$ cat config.mk
export PLATFORM = sky130hd
export DESIGN_NAME = row_mac
export DESIGN_NICKNAME = d
export VERILOG_FILES = /design/src/rtl/row_mac.sv
export SDC_FILE = /design/constraint.sdc
export NUM_CORES = 1
export LEC_CHECK = 0
export ABC_AREA = 1
export CAP_MARGIN = 40
export CORE_ASPECT_RATIO = 1.4
export CORE_MARGIN = 2
export CORE_UTILIZATION = 55
export DETAILED_ROUTE_END_ITERATION = 10
export GPL_TIMING_DRIVEN = 0
export PLACE_DENSITY = 0.77
export SYNTH_ARGS = -nofsm -noshare
export SYNTH_HDL_FRONTEND = slang
export SYNTH_SLANG_ARGS = --single-unit
$ cat constraint.sdc
create_clock -name clk -period 2.2 [get_ports clk]
set_clock_uncertainty 0.2 [all_clocks]
set_input_delay 0.44 -clock clk [delete_from_list [all_inputs] [get_ports clk]]
set_output_delay 0.44 -clock clk [all_outputs]
set_load 0.005 [all_outputs]
$ cat src/rtl/row_mac.sv
// row_mac: streaming sparse-row dot-product engine; pops matched vector and
// matrix FIFO heads, runs a two-stage multiply/accumulate pipeline and emits
// one result per row with valid/ready backpressure.
// Ports: clk, rst (async active-low); start/num_rows launch a block of rows;
// vec/vec_fifo_empty/vec_fifo_read and mat_val/mat_last/mat_fifo_empty/
// mat_fifo_read are the FWFT FIFO heads and pops; res/res_row/res_valid/
// res_ready deliver results; done pulses once per completed block.
module row_mac #(
    parameter int val_bits    = 16,
    parameter int acc_bits    = 40,
    parameter int row_id_size = 10
) (
    input  logic                   clk,
    input  logic                   rst,
    input  logic                   start,
    input  logic [row_id_size-1:0] num_rows,
    input  logic [val_bits-1:0]    vec,
    input  logic                   vec_fifo_empty,
    output logic                   vec_fifo_read,
    input  logic [val_bits-1:0]    mat_val,
    input  logic                   mat_last,
    input  logic                   mat_fifo_empty,
    output logic                   mat_fifo_read,
    output logic [acc_bits-1:0]    res,
    output logic [row_id_size-1:0] res_row,
    output logic                   res_valid,
    input  logic                   res_ready,
    output logic                   done
);
    typedef enum logic [1:0] {IDLE, RUN, DONE} state_t;
    state_t state;
    logic [row_id_size-1:0] rows, rows_issued, row_cnt;
    logic s1_valid, s1_last, en, pop, accept;
    logic signed [2*val_bits-1:0] mul;
    logic signed [acc_bits-1:0] prod, acc, sum;
    // the whole pipeline freezes while a finished result waits for the consumer
    assign en = !(res_valid && !res_ready);
    assign pop = state == RUN && en && !vec_fifo_empty && !mat_fifo_empty && rows_issued < rows;
    assign vec_fifo_read = pop;
    assign mat_fifo_read = pop;
    assign mul = $signed(vec) * $signed(mat_val);
    assign sum = acc + prod;
    assign accept = res_valid && res_ready;
    assign done = state == DONE;
    always_ff @(posedge clk or negedge rst) begin
        if (!rst) begin
            state       <= IDLE;
            rows        <= '0;
            rows_issued <= '0;
            row_cnt     <= '0;
            s1_valid    <= 1'b0;
            s1_last     <= 1'b0;
            prod        <= '0;
            acc         <= '0;
            res         <= '0;
            res_row     <= '0;
            res_valid   <= 1'b0;
        end else begin
            case (state)
                IDLE: if (start) begin
                    rows        <= num_rows;
                    rows_issued <= '0;
                    row_cnt     <= '0;
                    res_row     <= '0;
                    state       <= num_rows == '0 ? DONE : RUN;
                end
                RUN: if (accept && res_row == rows - row_id_size'(1)) state <= DONE;
                default: state <= IDLE;
            endcase
            if (pop && mat_last) rows_issued <= rows_issued + row_id_size'(1);
            if (en) begin
                s1_valid <= pop;
                if (pop) begin
                    prod    <= acc_bits'(mul);
                    s1_last <= mat_last;
                end
            end
            // a result loaded on the accepting edge keeps res_valid high
            if (accept) res_valid <= 1'b0;
            if (en && s1_valid) begin
                if (s1_last) begin
                    res       <= sum;
                    acc       <= '0;
                    res_valid <= 1'b1;
                    res_row   <= row_cnt;
                    row_cnt   <= row_cnt + row_id_size'(1);
                end else begin
                    acc <= sum;
                end
            end
        end
    end
endmodule

# Word-level counts from Yosys, hierarchy flattened

Cells that the tools add are included.

Add/sub/neg operators: 4
Multipliers: 1
Order comparisons: 1
Equal/unequal tests: 5
Muxes and demuxes: 19
Bitwise gates (word level): 1
Reductions and logical operators: 22

Operator list:

| kind                  | number |
|---|---|
| $mux 10               | 11 |
| $add 40x32->40        | 1 |
| $mux 40               | 1 |
| $mul 16x16->32        | 1 |
| $add 10x1->10 const B | 2 |
| $eq 10x10->1          | 1 |
| $logic_not 10->1      | 1 |
| $lt 10x10->1          | 1 |
| $reduce_and 2->1      | 5 |
| $sub 10x1->10 const B | 1 |
| $logic_and 1x1->1     | 9 |
| $mux 2                | 3 |
| $logic_not 1->1       | 4 |
| $pmux 2 s2            | 1 |
| $reduce_bool 2->1     | 2 |
| $mux 1                | 3 |
| $eq 2x1->1 const B    | 1 |
| $eq 2x2->1 const B    | 1 |
| $logic_not 2->1       | 1 |
| $ne 2x1->1 const B    | 1 |
| $ne 2x2->1 const B    | 1 |
| $not 1->1             | 1 |

Register bits after elaboration: 157
Input port bits: 49
Output and inout port bits: 54
Word-level logic and storage cells: 64

# Longest topological paths before layout

Depth after elaboration: 10
Gate-level depth with buffers: 27
Depth with buffers taken out: 25

# Least setup slack after synthesis

No wires, ideal clock.

Kind: in2reg
From: input port mat_val[3]
To: register prod[28]
Library setup time: 0.117 ns
Arrival time: 5.483 ns
Data required time: 1.883 ns
Slack: -3.601 ns
Stages: 22
Path buffers: 2
Cells stage by stage: clkbuf_1 clkbuf_1 nand2_1 inv_1 fa_1 fa_1 inv_1 fa_1 inv_1 fa_1 fa_1 fa_1 ha_1 nand2_1 nor2_1 nand2_1 nor4_1 nand2_1 nand3_1 nand2_1 nand3_1 nand2_1

Longest elaborated chain between the ends: 1

RTL lines:

| item                   | line | RTL |
|---|---|---|
| start: declaration     | 20   | `input logic [val_bits-1:0] mat_val,` |
| $mul 16x16->32         | 41   | `assign mul = $signed(vec) * $signed(mat_val);` |
| end signal: assignment | 74   | `prod <= acc_bits'(mul);` |
| end: declaration       | 35   | `logic signed [acc_bits-1:0] prod, acc, sum;` |

No other way between the ends.
A chain may end at the register's enable or synchronous reset.

# Worst setup path in the final report

From: input port mat_val[3]
To: register prod[20]

Same word-level chain as after synthesis.

==> results.json <==
{
  "antenna_found_initial": 1,
  "worst_r2r_path_depth": 11,
  "dr.pass1.iters": 5,
  "setup_viol": 75,
  "initial_core_util_pct": 55.3,
  "holdPathStages": 3,
  "wl_met1_microns": 24500,
  "cp_max_fo": 6,
  "max_cap_violations": 0,
  "vias": 19900,
  "synth_seq_cells": 157,
  "wl_met2_microns": 39100,
  "critical-path-top-delay-family": "adder cells",
  "fmax_ghz": 0.185,
  "viasPerCell": 5.48,
  "rows": 84,
  "core-area_sq_mm": 0.0373,
  "syn_inst": 2854,
  "hp-class": "in -> reg",
  "grt_pass1_wl_microns": 107000,
  "min_from": "vec[0]",
  "io_pins": 103,
  "cts_max_level": 4,
  "required_ns": 2.34,
  "routabilityCongestion": 0.982,
  "fin_crit_ns": 5.41,
  "dp_cells": 3403,
  "drt_iter0_markers": 1320,
  "synth_fp_nets": 3299,
  "slew-limit-headroom_pct": 44.2,
  "ys_warn_count": 0,
  "critPathKind": "in -> reg",
  "r2r_slack_ns": -0.18,
  "crit_path_max_incr_delay_ns": 0.59,
  "finalInstanceArea_sq_mm": 0.0288,
  "syn2layout_area_growth_pct": 39.7,
  "wl_per_cell_microns": 20.2,
  "hold-path-endpoint": "prod[0]$_DFFE_PN0P_",
  "grt_max_degree": 97,
  "hold_viol_final": 0,
  "cts_buffer_depth": 2,
  "dpl_worst_slack_ns": -4.78,
  "clkLatencyLatePin_ns": 0.45,
  "root_buffer": "clkbuf_16",
  "start_kind": "input pin",
  "wl_met3_microns": 3240,
  "layout_common_cells": "767 x nand2_1, 560 x inv_1, 238 x fa_1, 148 x dfrtp_1, 147 x buf_4",
  "r2r_start": "prod[0]$_DFFE_PN0P_",
  "violations": "setup timing",
  "cp.arrival_ns": 5.54,
  "drive_gt1_share_pct": 30.3,
  "grt_pass1_vias": 20500,
  "cp-end-kind": "flop",
  "wl_microns": 73300,
  "cp.buffers_inverters": 7,
  "fp.dieW_microns": 168,
  "period_share_pct": 246,
  "syn_area_per_cell_sq_um": 7.23,
  "drc": 0,
  "seq_area_frac_synth_pct": 19.0,
  "cp_slowest_cell": "fa_2",
  "dieArea_sq_mm": 0.0391,
  "fill_cells": 2580,
  "worstMarginPinSlew_ns": 0.837,
  "timing.final.max_slew_violations": 0,
  "ant_nets": 0,
  "crit_path_cell_trace": "clkbuf_16, clkbuf_16, buf_8, nand2_4, fa_2, fa_2, fa_1, inv_1, fa_1, fa_1, inv_1, fa_1, inv_2, ha_4, buf_12, nand2_8, nor3_2, nand4_1, nand3_1, nand2_1, nand3_1, nand2_1",
  "fin_nets": 3586,
  "cts_sinks": 157,
  "overflow": 0,
  "ys_types": 44,
  "rsz0062_at_grt": "yes",
  "portBuffers": 75,
  "placed_area_sq_mm": 0.0231,
  "cts.reportedPaths.clkPinSlew_ns": 0.07,
  "final_common_cell": "nand2_1",
  "run_status": "finished with violations",
  "place_hpwl_microns": 53900,
  "worst_slack_ns": -3.21,
  "n_antenna_cell": 0,
  "cts_tree": "yes",
  "synth.cell_area_sq_mm": 0.0206,
  "cp_common_cell": "fa_1",
  "grtUsageTotal_pct": 36.2,
  "final_cells": 3626,
  "die-height_microns": 233,
  "r2r-end": "res[14]$_DFFE_PN0P_",
  "top_layer": "met4",
  "numCtsBuffers": 17
}
==> layer usage <==
layer  track usage [%]  vias up
met1              35.6     9667
met5                 0        -
met4              28.1        0
li1                  -     9090
met2              69.6      774
met3              3.27      340
==> layout make-up <==
type                            count  area (sq um)  share of cell area, %
Clock buffer                       20           437                   1.51
Buffer                             91          1400                   4.86
Inverter                          648          2450                   8.50
Multi-Input combinational cell   1958         17400                   60.3
Clock inverter                     11           110                  0.382
Sequential cell                   157          3940                   13.7
Timing Repair Buffer              268          2510                   8.72
Tap cell                          473           592                   2.05
==> tightest hold or removal path: stages <==
cell     delay, ns
buf_12        0.12
nand2_1       0.10
o21ai_2       0.06
==> worst max-delay path by stage <==
stage	start	to	slack [ns]	cells after the start
6_report	mat_val[3]	prod[20]$_DFFE_PN0P_	-3.21	22
5_1_grt	mat_val[3]	prod[20]$_DFFE_PN0P_	-3.33	21
4_1_cts	vec[15]	prod[31]$_DFFE_PN0P_	-3.14	25
3_5_place_dp	vec[12]	prod[27]$_DFFE_PN0P_	-4.78	22
3_3_place_gp	rst	res[20]$_DFFE_PN0P_	-5.69	1
2_1_floorplan	mat_val[3]	prod[31]$_DFFE_PN0P_	-3.19	22
==> cells by family (layout without fill, tap and decap cells) <==
kind of cell / after synthesis / in the layout / synth area share, %
AND/OR/NAND/NOR: 1342 / 1342 / 27.0
buffers and inverters: 739 / 1038 / 13.8
adder cells (fa/ha/maj): 396 / 396 / 33.6
AO/OA/AOI/OAI: 172 / 172 / 4.59
flip-flops: 157 / 157 / 19.0
XOR/XNOR: 47 / 47 / 1.99
multiplexers: 1 / 1 / 0.0485
==> stage by stage <==
stage                     hold slack [ns]  utilization, %  setup TNS [ns]
after CTS                           0.105            72.2          -76.33
after global routing                0.109            77.3          -88.04
after detailed placement            0.245            62.0         -144.65
final                               0.107            77.3          -80.37
after global placement              0.262            62.0        -1032.12
after floorplan                   -0.0556               -          -75.30
==> synthesized netlist by cell type, drive strengths merged <==
| master | number | area (sq um) |
|---|---|---|
| inv | 647 | 2430 |
| nor3 | 19 | 115 |
| clkbuf | 67 | 253 |
| nor2 | 141 | 574 |
| buf | 24 | 154 |
| o211ai | 1 | 7.51 |
| nand3b | 15 | 113 |
| nand4 | 31 | 194 |
| o21bai | 8 | 71.3 |
| xor2 | 15 | 131 |
| or2 | 8 | 50.0 |
| a21o | 1 | 7.51 |
| nand2 | 951 | 3600 |
| ha | 133 | 1660 |
| o31ai | 3 | 22.5 |
| and2 | 1 | 6.26 |
| nand3 | 172 | 881 |
| nor4 | 4 | 40.0 |
| o21ai | 97 | 508 |
| fa | 263 | 5270 |
| xnor2 | 32 | 280 |
| o21a | 1 | 7.51 |
| a21boi | 3 | 22.5 |
| mux2i | 1 | 10.0 |
| a21oi | 58 | 302 |
| dfrtp | 157 | 3930 |
| clkinv | 1 | 3.75 |
==> flip-flops by register name, summed over array words and instances (netlist names) <==
| register | count |
|---|---|
| rows_issued | 10 |
| s1_valid | 1 |
| state | 2 |
| s1_last | 1 |
| acc | 40 |
| res_row | 10 |
| res | 40 |
| rows | 10 |
| prod | 32 |
| res_valid | 1 |
| row_cnt | 10 |
==> repair_timing <==
item | CTS | global route
gates cloned | 6 | 1
buffers inserted | 119 | 72
pin swaps | 176 | 203
hold endpoints to repair | 61 | 0
endpoints found under the setup margin | 103 | 120
resized for setup | 506 | 346
hold buffers | 1 | 0
Power of run 1 is not shown: default switching activity piles up to over one toggle a cycle in this logic, so the estimate is an artifact.
